[config.mk]
export PLATFORM = sky130hd
export DESIGN_NAME = alu_ctrl
export DESIGN_NICKNAME = d
export VERILOG_FILES = /design/src/rtl/alu_ctrl_pkg.sv /design/src/rtl/alu_ctrl_regfile.sv /design/src/rtl/alu_ctrl.sv
export SDC_FILE = /design/constraint.sdc
export NUM_CORES = 1
export LEC_CHECK = 0
export CAP_MARGIN = 20
export CORE_MARGIN = 1
export CORE_UTILIZATION = 45
export CTS_CLUSTER_SIZE = 12
export DETAILED_ROUTE_END_ITERATION = 8
export PLACE_DENSITY_LB_ADDON = 0.1
export SYNTH_ARGS = -nofsm -noshare
export SYNTH_HDL_FRONTEND = slang
export SYNTH_SLANG_ARGS = --single-unit
[constraint.sdc]
create_clock -name clk -period 1.8 [get_ports clk]
set_clock_uncertainty 0.2 [all_clocks]
set_input_delay 0.18 -clock clk [delete_from_list [all_inputs] [get_ports clk]]
set_output_delay 0.18 -clock clk [all_outputs]
set_load 0.02 [all_outputs]
[src/rtl/alu_ctrl_pkg.sv]
// Shared definitions for the ALU command controller: widths, FSM state
// encoding and the latched command record.
package alu_ctrl_pkg;

  localparam int DW   = 8;               // datapath width, matches the ALU
  localparam int NREG = 4;               // register-file depth
  localparam int AW   = $clog2(NREG);    // register address width

  typedef enum logic [1:0] {
    ST_IDLE = 2'd0,
    ST_EXEC = 2'd1,
    ST_DONE = 2'd2
  } state_t;

  // Command fields that must survive from accept to the EXEC edge.
  typedef struct packed {
    logic [3:0]    s;     // ALU function select
    logic          m;     // 0 arithmetic, 1 logic
    logic          cn;    // explicit carry-in
    logic          usec;  // take carry-in from the stored carry flag
    logic [AW-1:0] rd;    // writeback destination
    logic          wb;    // write result back to rd
  } cmd_t;

endpackage

[src/rtl/alu_ctrl_regfile.sv]
// NREG x DW register file: two asynchronous read ports and one write path
// that merges the EXEC writeback with the external load port.
module alu_regfile
  import alu_ctrl_pkg::*;
(
  input  logic          clk,
  input  logic          rst_n,
  input  logic          i_wb_en,
  input  logic [AW-1:0] i_wb_addr,
  input  logic [DW-1:0] i_wb_data,
  input  logic          i_ld_en,
  input  logic [AW-1:0] i_ld_addr,
  input  logic [DW-1:0] i_ld_data,
  input  logic [AW-1:0] i_ra_addr,
  output logic [DW-1:0] o_ra_data,
  input  logic [AW-1:0] i_rb_addr,
  output logic [DW-1:0] o_rb_data
);

  logic [DW-1:0] r_mem [NREG];

  // Per-entry write: writeback beats a load aimed at the same entry,
  // while a load to a different entry still lands in the same cycle.
  always_ff @(posedge clk or negedge rst_n) begin
    if (!rst_n) begin
      // NOTE: the file is small and must read as zero after reset, so it is
      // built from flops with a reset rather than an unreset RAM macro.
      for (int i = 0; i < NREG; i++) r_mem[i] <= '0;
    end else begin
      for (int i = 0; i < NREG; i++) begin
        // NOTE: non-blocking assignment so every flop samples pre-edge values;
        // blocking here would create order-dependent simulation behaviour.
        if (i_wb_en && (i_wb_addr == AW'(i)))
          r_mem[i] <= i_wb_data;
        else if (i_ld_en && (i_ld_addr == AW'(i)))
          r_mem[i] <= i_ld_data;
      end
    end
  end

  // Asynchronous reads return pre-edge contents, so an operand fetched on
  // the same edge as a load sees the old value.
  assign o_ra_data = r_mem[i_ra_addr];
  assign o_rb_data = r_mem[i_rb_addr];

endmodule

[src/rtl/alu_ctrl.sv]
// Sequencer around an external combinational ALU: accepts a command,
// fetches operands, drives the ALU for one cycle, captures result and
// flags, optionally writes back, and holds the result until consumed.
module alu_ctrl
  import alu_ctrl_pkg::*;
(
  input  logic          clk,
  input  logic          rst_n,
  // command port
  input  logic          cmd_valid,
  output logic          cmd_ready,
  input  logic [3:0]    cmd_s,
  input  logic          cmd_m,
  input  logic          cmd_cn,
  input  logic          cmd_usec,
  input  logic [AW-1:0] cmd_ra,
  input  logic [AW-1:0] cmd_rb,
  input  logic [AW-1:0] cmd_rd,
  input  logic          cmd_imm_en,
  input  logic [DW-1:0] cmd_imm,
  input  logic          cmd_wb,
  // external register-file load
  input  logic          ld_en,
  input  logic [AW-1:0] ld_addr,
  input  logic [DW-1:0] ld_data,
  // ALU drive and return
  output logic [3:0]    alu_s,
  output logic          alu_m,
  output logic          alu_cn,
  output logic [DW-1:0] alu_a,
  output logic [DW-1:0] alu_b,
  input  logic [DW-1:0] alu_f,
  input  logic          alu_co,
  input  logic          alu_fz,
  // result port
  output logic          res_valid,
  input  logic          res_ready,
  output logic [DW-1:0] res_data,
  output logic          c_flag,
  output logic          z_flag
);

  state_t        r_state;
  state_t        w_next_state;
  cmd_t          r_cmd;
  cmd_t          w_cmd_in;
  logic [DW-1:0] r_a;
  logic [DW-1:0] r_b;
  logic [DW-1:0] r_res;
  logic          r_c;
  logic          r_z;
  logic          w_accept;
  logic          w_exec;
  logic [DW-1:0] w_ra_data;
  logic [DW-1:0] w_rb_data;

  assign w_accept = cmd_valid && cmd_ready;
  assign w_cmd_in = '{s: cmd_s, m: cmd_m, cn: cmd_cn, usec: cmd_usec,
                      rd: cmd_rd, wb: cmd_wb};

  alu_regfile u_regfile (
    .clk       (clk),
    .rst_n     (rst_n),
    .i_wb_en   (w_exec && r_cmd.wb),
    .i_wb_addr (r_cmd.rd),
    .i_wb_data (alu_f),
    .i_ld_en   (ld_en),
    .i_ld_addr (ld_addr),
    .i_ld_data (ld_data),
    .i_ra_addr (cmd_ra),
    .o_ra_data (w_ra_data),
    .i_rb_addr (cmd_rb),
    .o_rb_data (w_rb_data)
  );

  // State register; reset aborts any command in flight.
  always_ff @(posedge clk or negedge rst_n) begin
    if (!rst_n) r_state <= ST_IDLE;
    else        r_state <= w_next_state;
  end

  // Next-state: IDLE -> EXEC on accept, one EXEC cycle, DONE until consumed.
  always_comb begin
    // NOTE: default assignment first so every path drives the signal and no
    // latch is inferred.
    w_next_state = r_state;
    case (r_state)
      ST_IDLE: if (w_accept)               w_next_state = ST_EXEC;
      ST_EXEC:                             w_next_state = ST_DONE;
      ST_DONE: if (res_valid && res_ready) w_next_state = ST_IDLE;
      default:                             w_next_state = ST_IDLE;
    endcase
  end

  // State-decoded handshake outputs and the EXEC strobe.
  always_comb begin
    cmd_ready = 1'b0;
    res_valid = 1'b0;
    w_exec    = 1'b0;
    case (r_state)
      ST_IDLE: cmd_ready = 1'b1;
      ST_EXEC: w_exec    = 1'b1;
      ST_DONE: res_valid = 1'b1;
      default: ;
    endcase
  end

  // Command/operand latch at accept; result and flag capture at the EXEC edge.
  always_ff @(posedge clk or negedge rst_n) begin
    if (!rst_n) begin
      r_cmd <= '0;
      r_a   <= '0;
      r_b   <= '0;
      r_res <= '0;
      r_c   <= 1'b0;
      r_z   <= 1'b0;
    end else begin
      if (w_accept) begin
        r_cmd <= w_cmd_in;
        r_a   <= w_ra_data;
        r_b   <= cmd_imm_en ? cmd_imm : w_rb_data;
      end
      if (w_exec) begin
        r_res <= alu_f;
        r_c   <= alu_co;
        r_z   <= ~alu_fz;   // ALU reports 0 on A == B
      end
    end
  end

  // ALU inputs follow the latched command; they only matter during EXEC.
  assign alu_s  = r_cmd.s;
  assign alu_m  = r_cmd.m;
  assign alu_cn = r_cmd.usec ? r_c : r_cmd.cn;
  assign alu_a  = r_a;
  assign alu_b  = r_b;

  assign res_data = r_res;
  assign c_flag   = r_c;
  assign z_flag   = r_z;

endmodule

* Word level (Yosys, flattened, before mapping) *
Cells that the tools add are included.

word-level totals
  flip-flop bits (word level) = 70
  input bits = 48

cells by class
  $lt $le $gt $ge = 2
  equality and inequality tests = 10
  muxes and demuxes = 22
  bitwise operators = 3
  reductions and logical operators = 19

operators with widths
  cell                count
  $mux 8              13
  $bmux 8 s2          2
  $logic_and 1x1->1   11
  $eq 2x2->1 const B  5
  $reduce_bool 2->1   4
  $eq 2x1->1 const B  3
  $ge 3x3->1 const B  2
  $logic_not 2->1     3
  $not 2->3           2
  $pmux 2 s3          1
  $mux 1              4
  $mux 2              2
  $ne 2x2->1 const B  2
  $reduce_and 2->1    1
  $not 1->1           1

* Longest topological paths before layout *
Gate-level depths: netlist of the first run.

  word-level depth = 5
  depth in mapped cells = 4
  gate-level depth less buffers = 3

* Cells and area by module *
From an unflattened synthesis of the first run, not the netlist that was laid out.

second synthesis, totals
  cell total of the unflattened synthesis = 305
  area total of the unflattened synthesis = 3,638.5 µm²

modules (own cells, without submodules)
  module       instances  cells an instance  area an instance (µm²)  sequential area each (µm²)
  alu_regfile  1          204                1,981.9                 800.8
  alu_ctrl     1          101                1,656.6                 950.9

* Worst setup path after synthesis of the first run *
No wires, ideal clock.

  path kind = register to register
  from = register r_state[1]
  to = register u_regfile.r_mem[24] (netlist bit)
  setup time = 0.125 ns
  data arrival time = 1.494 ns
  required time = 1.475 ns
  slack = -0.019 ns
  cell stages (with the launch flop) = 5
  path buffers = 1
  clock period less this slack = 1.819 ns
  cell sequence = dfrtp_1 > nand2b_4 > or4b_4 > buf_6 > mux2_4

on the way
  word-level cells in the longest chain between the ends = 5
  elaborated cells between the ends (all ways) = 6
  those cells by class = eq/ne (1); mux (2); reduce/logical (3)

RTL lines
  item                                         line                    text
  start, declared                              alu_ctrl.sv:43          state_t r_state;
  start signal, assigned                       alu_ctrl.sv:79          else r_state <= w_next_state;
  $eq 2x1->1 *                                 alu_ctrl.sv:100         case (r_state)
  $mux 1 *                                     alu_ctrl.sv:100
  $logic_and 1x1->1 *                          alu_ctrl.sv:64          .i_wb_en (w_exec && r_cmd.wb),
  $logic_and 1x1->1 *                          alu_ctrl_regfile.sv:33  if (i_wb_en && (i_wb_addr == AW'(i)))
  $mux 8 or $reduce_bool 2->1 (tied branches)  n/a
  end signal, assigned by index                alu_ctrl_regfile.sv:34  r_mem[i] <= i_wb_data;
  end signal, assigned by index                alu_ctrl_regfile.sv:36  r_mem[i] <= i_ld_data;
  end, declared                                alu_ctrl_regfile.sv:20  logic [DW-1:0] r_mem [NREG];

Mark *: on every way between the ends. The rest lies on a longest branch, timed or not.
A chain may end at the register's enable or synchronous reset.

* Worst setup path in the final report of the first run *
  from = register r_state[1]
  to = register u_regfile.r_mem[27] (netlist bit)

The elaborated chain is that of the path after synthesis.

==> metrics.cfg, run 1 <==
[run_status]
status=complete, but fails checks
violations=negative setup slack

[setup_path]
worst_ep_required_time_ns=1.83
cpMaxStageDelayCell=or4b_4
path_max_fanout=8
crit_path_max_incr_delay_ns=0.61
worstSetupStartpoint=r_state[1]$_DFFE_PN0P_
critPathCaptureType=register
critPathKind=reg -> reg
endpoint=u_regfile.r_mem[27]$_DFFE_PN0P_
rrSetupSlack_ns=-0.01
cp.arrival_ns=1.85
r2r-end=u_regfile.r_mem[27]$_DFFE_PN0P_
cp-start-kind=register
reg2reg_depth=3
crit_chain=nand2b_4 > or4b_4 > mux2_4
r2r_start=r_state[1]$_DFFE_PN0P_

[synthesis]
synthCells=252
synth-seq-area-share_pct=49.3
synth_top_area_share_pct=49.3
synth_fp_nets=300
synthesis.area_um2=3550
syn-mean-instance-area_um2=14.1
synth_top_area_cell=dfrtp_1
synth.area.top_cells=dfrtp_1, mux2_2, mux4_2
yosysWarnings=0
ys_seq_elements=70
ys_types=24

[place]
place_inst=444
post-dp-hpwl_mm=5.64
pre_cts_ws_ns=-0.218
portBuffers=81
gp_congestion=0.720

[timing]
slew_headroom_pct=74.1
drv_slew=0
worst_slack_ns=-0.0135
setup_violations=7
tightestPinTransition_ns=0.389
hold_viol_final=0
layout_min_cycle_time_ns=1.81
fmax_ghz=0.551
rsz0062_at_grt=true
period_share_pct=101

[global_routing]
antenna_found_initial=0
grt_pass1_vias=2457
grt_max_degree=71
grt_pass1_wl_mm=13.0
gr-total-overflow=0
grt_usage_pct=21.2

[cts]
cts_num_sinks=70
htreeDepth=3
root_buffer=clkbuf_8
clkSlewWorstSetupHoldPaths_ns=0.08
clkLatencyLatePin_ns=0.35
cts_tree=yes
cts_buffers=9
cts_buffer_depth=2
cts_setup_buffers=0

[floorplan]
die-area_um2=8250
row_count=32
coreArea_um2=7690
die_w_um=90.8
fp.dieH_um=90.8
start_util_pct=46.2
pin_count=82

[finish]
drive_gt1_share_pct=40.4
final_core_util_pct=63.6
n_antenna_cell=0
nNetsFinal=402
syn_to_final_growth_pct=37.8
instances_no_fill=461

[min_path]
min_path_cells=3
min_path_type=in -> reg

[routing]
num_vias=2407
drtPass1Iterations=4
drc=0
routedWlPerCell_um=17.6
drt_iter0_markers=114
wl_mm=8.10
viasPerCell=5.22
ant_nets=0

[power]
power.density_nw_per_um2=1570
p_leak_nw=2.08
vdd_drop_max_mv=0.866

[job]
max_cap_viol_count=0

sequential cells by signal (all words and copies together), names as in the netlist:
name,count
c_flag,1
r_cmd,5
u_regfile.r_mem,32
alu_m,1
res_data,8
alu_b,8
z_flag,1
r_state,2
alu_s,4
alu_a,8
final cells by class:
type / count / area, um2
Fill cell: 620 / 2800
Sequential cell: 70 / 1750
Multi-Input combinational cell: 166 / 1720
Timing Repair Buffer: 106 / 1110
Clock buffer: 11 / 151
Tap cell: 102 / 128
Clock inverter: 5 / 33.8
Inverter: 1 / 3.75
repair_timing:
| action | 4_1_cts | 5_1_grt |
|---|---|---|
| hold endpoints to repair | 70 | 0 |
| pin swaps | 0 | 0 |
| resized for setup | 3 | 1 |
| hold buffers | 1 | 0 |
| setup endpoints to repair | 11 | 9 |
worst max-delay path, delay by kind of cell (launching register included):
family | cells | cell delay, ns
muxes | 1 | 0.34
and+or+nand+nor | 2 | 0.76
DFF | 1 | 0.40
worst min-delay path by stage:
stage                   start                      to
floorplan               rst_n    alu_a[0]$_DFFE_PN0P_
global placement        rst_n    alu_b[0]$_DFFE_PN0P_
detailed placement      rst_n    alu_b[0]$_DFFE_PN0P_
CTS                    alu_co      c_flag$_DFFE_PN0N_
global route        res_ready  r_state[1]$_DFFE_PN0P_
finish                 alu_co      c_flag$_DFFE_PN0N_
logic make-up (layout without fill, tap and decap cells):
kind of cell / count (synthesis) / after routing / share of synthesized area, %
muxes: 107 / 107 / 39.6
DFF: 70 / 70 / 49.3
and+or+nand+nor: 49 / 49 / 7.19
AOI/OAI and AO/OA: 10 / 10 / 1.41
buffers and inverters: 16 / 123 / 2.47
synthesized netlist by cell type:
cell and n:
a21oi_1 8, clkbuf_1 4, inv_1 1, mux2i_1 8, mux4_2 16, buf_2 4
nand4b_1 2, o21ai_0 2, or4b_4 1, nand2b_4 1, nor2_1 9, buf_4 4
dfrtp_1 70, buf_1 2, nand3b_1 2, nand4_2 1, mux2_2 75, and2b_1 1
nor3b_2 2, mux2_4 8, nand2_1 28, buf_6 1, nand2b_1 1, nand3_1 1
report_power, final:
part	switching, W	internal (W)	total, W
combinational	0.00144	0.00215	0.00360
clock	0.000614	0.000573	0.00119
sequential	0.000510	0.00237	0.00288
total	0.00257	0.00510	0.00767
placed cells by master, fill, tap and decap left out:
master,count
o21ai_0,2
nand2_1,28
nand2b_4,1
nand4_2,1
buf_2,1
clkbuf_8,11
nor3b_4,1
dfrtp_1,70
buf_4,15
nand2b_1,1
or4b_4,1
clkinv_4,1
nand3_1,1
clkdlybuf4s15_1,1
clkdlybuf4s50_1,77
inv_1,1
nor2_1,9
buf_12,9
a21oi_1,8
clkinv_2,2
nand4b_1,2
dlygate4sd3_1,1
nor3b_2,1
mux4_2,16
clkinvlp_4,2
mux2_4,8
mux2_2,75
dlygate4sd2_1,2
and2b_1,1
mux2i_1,8
nand3b_1,2
metrics by stage:
step / total power, W / area, um2 / setup TNS, ns / hold slack (ns)
6_report: 0.00767 / 4890 / -0.0507 / 0.166
4_1_cts: 0.00772 / 4890 / -0.0883 / 0.157
2_1_floorplan: 0.00510 / 3550 / 0 / -0.316
5_1_grt: 0.00812 / 4890 / -0.246 / 0.188
3_5_place_dp: 0.00656 / 4700 / -6.81 / 0.0399
3_3_place_gp: 0.00643 / 4700 / -5.94 / 0.0425
per-layer routing:
layer  wire length [um]  track usage, %
met2               3940            34.8
met1               3640            27.8
met3                409            3.70
met5                  0               0
met4                104            8.60
Note: power is estimated with default switching activity, not from simulation.
==> run 2, diff against run 1 <==
CTS_BUF_LIST = sky130_fd_sc_hd__clkbuf_4 sky130_fd_sc_hd__clkbuf_8   (was default)
SYNTH_HIERARCHICAL = 1   (was default)
==> run 2 against run 1 <==
  * The run now ends clean
  * Area after synthesis grew 2.5%
  * First-iteration DRC count grew 82%
  * Core utilization grew 0.62 points
  * Register-to-register slack gained 0.08 ns
  * Die area grew 2.4%
  * Sequential share of layout area shrank 0.71 points
==> metrics.cfg, run 2 <==
[synthesis]
syn-mean-instance-area_um2=11.9
synth_edf_count=0
synthCells=305
ys_types=28
ys_seq_elements=70
synth_common_cells=dfrtp_1, nand2_1, nor2_1, mux2_2, a31oi_1
yosysMostFrequentCell=dfrtp_1
synth_fp_nets=353
synth_top_area_cell=dfrtp_1
synth-async-reset-ratio_pct=100
synth_top_area_share_pct=48.1
yosysWarnings=6
synthesis.area_um2=3640
synth-seq-area-share_pct=48.1
ys.flop_type=dfrtp_1
synth.area.top_cells=dfrtp_1, mux4_2, mux2_4

[setup_path]
r2r_start=u_regfile/r_mem[12]$_DFFE_PN0P_
rrSetupSlack_ns=0.06
critPathCaptureType=register
path_max_fanout=3
reg2reg_depth=3
worst_ep_required_time_ns=1.82
critPathKind=reg -> reg
r2r-end=alu_b[4]$_DFFE_PN0P_
cp-start-kind=register
cp.arrival_ns=1.76

[routing]
ant_nets=0
drc=0
wl_mm=8.94
routedWlPerCell_um=17.2
viasPerCell=5.30
drtPass1Iterations=4
num_vias=2752
drt_iter0_markers=207

[floorplan]
pin_count=82
die-area_um2=8450
start_util_pct=46.8
row_count=32
fp.dieH_um=91.9
coreArea_um2=7770
die_w_um=91.9

[place]
portBuffers=81
placed_cell_area_um2=4820
place_inst=504
post-dp-hpwl_mm=6.40
pre_cts_ws_ns=-0.394
gp_congestion=0.846

[cts]
htreeDepth=3
cts_num_sinks=70
clkSlewWorstSetupHoldPaths_ns=0.07
root_buffer=clkbuf_8
cts_setup_buffers=0
cts_buffers=9
cts_buffer_depth=2
cts_tree=yes
clkLatencyLatePin_ns=0.35

[finish]
fillers=646
drive_gt1_share_pct=31.7
final_common_cell=clkdlybuf4s50_1
design_area_um2=4990
syn_to_final_growth_pct=37.1
nNetsFinal=462
final_cell_mix=clkdlybuf4s50_1, dfrtp_1, nand2_1, buf_4, nor2_1
multi_input_area_um2=1720
regMostFlops=u_regfile/r_mem
instances_no_fill=519
n_antenna_cell=0
seq_area_um2=1750
largest_register_ff_count=32

[timing]
fmax_ghz=0.575
hold_viol_final=0
setup_violations=0
whs_ns=0.173
layout_min_cycle_time_ns=1.74
tightestPinTransition_ns=0.433
drv_slew=0
slew_headroom_pct=71.0
worst_slack_ns=0.0618
period_share_pct=96.6
rsz0062_at_grt=true
finalSetupTns_ns=0

[job]
max_cap_viol_count=0

[global_routing]
grt_max_degree=71
grt_usage_pct=23.2
grt_pass1_vias=2834
antenna_found_initial=0
gr-total-overflow=0
grt_pass1_wl_mm=14.7

[power]
vdd_drop_max_mv=0.766
p_leak_nw=2.18
power.density_nw_per_um2=1550

[min_path]
min_to=z_flag$_DFFE_PN0N_
min_path_type=in -> reg
hold_path.startpoint=alu_fz
min_path_cells=2

[run_status]
status=finished, final reports clean

## run 2: what timing repair did
action                                  CTS  global route
hold endpoints to repair                 70             0
endpoints found under the setup margin   11             6
hold buffers                              1             0
gates resized for setup                   6             2
## run 2: power by group
| part | internal (W) | leakage (nW) | switching [W] |
|---|---|---|---|
| clock network | 0.000549 | 0.0889 | 0.000550 |
| logic | 0.00220 | 1.25 | 0.00153 |
| registers | 0.00237 | 0.840 | 0.000559 |
| total | 0.00511 | 2.18 | 0.00264 |
## run 2: area by class of cell
class                      instances  share of cell area [%]
tap                              102                    2.56
clock inverter                     2                   0.201
sequential                        70                    35.1
multi-input combinational        207                    34.5
clock buffer                      12                    3.06
timing repair buffer             123                    24.3
inverter                           3                   0.226
## run 2: metrics by stage
step	utilization, %	power (W)
2_1_floorplan	-	0.00513
3_3_place_gp	62.1	0.00662
3_5_place_dp	62.1	0.00671
4_1_cts	64.3	0.00781
5_1_grt	64.2	0.00820
6_report	64.2	0.00775
## run 2: worst max path at each step
stage | startpoint | endpoint | slack [ns]
floorplan | r_state[1]$_DFFE_PN0P_ | u_regfile/r_mem[28]$_DFFE_PN0P_ | -0.06
global placement | cmd_rb[0] | alu_b[7]$_DFFE_PN0P_ | -0.36
detailed placement | cmd_rb[0] | alu_b[5]$_DFFE_PN0P_ | -0.39
CTS | r_state[0]$_DFFE_PN0P_ | res_valid | 0.02
global route | r_state[1]$_DFFE_PN0P_ | u_regfile/r_mem[25]$_DFFE_PN0P_ | -0.002
finish | u_regfile/r_mem[12]$_DFFE_PN0P_ | alu_b[4]$_DFFE_PN0P_ | 0.06
## run 2: kinds of logic (layout without fill, tap and decap cells)
logic type,Yosys count,in the layout,synth area share [%]
flip-flops,70,70,48.1
AO/OA/AOI/OAI,33,33,7.26
buffers and inverters,28,140,5.19
multiplexers,61,61,25.8
AND/OR/NAND/NOR,113,113,13.7
## run 2: layer usage
layer  vias to the layer above  wire length [um]  track usage [%]  share of wire, %
li1                       1295                 -                -                 -
met1                      1347              4020             32.1                45
met2                       102              4110             36.9                46
met3                         8               698             5.06               7.8
met4                         0               104             6.64               1.2
met5                         -                 0                0                 0
## run 2: worst max-delay path: stages, from the launching register on
cell and delay [ns]:
dfrtp_1 0.43, mux4_2 0.47, mux2_2 0.27, mux2_4 0.25
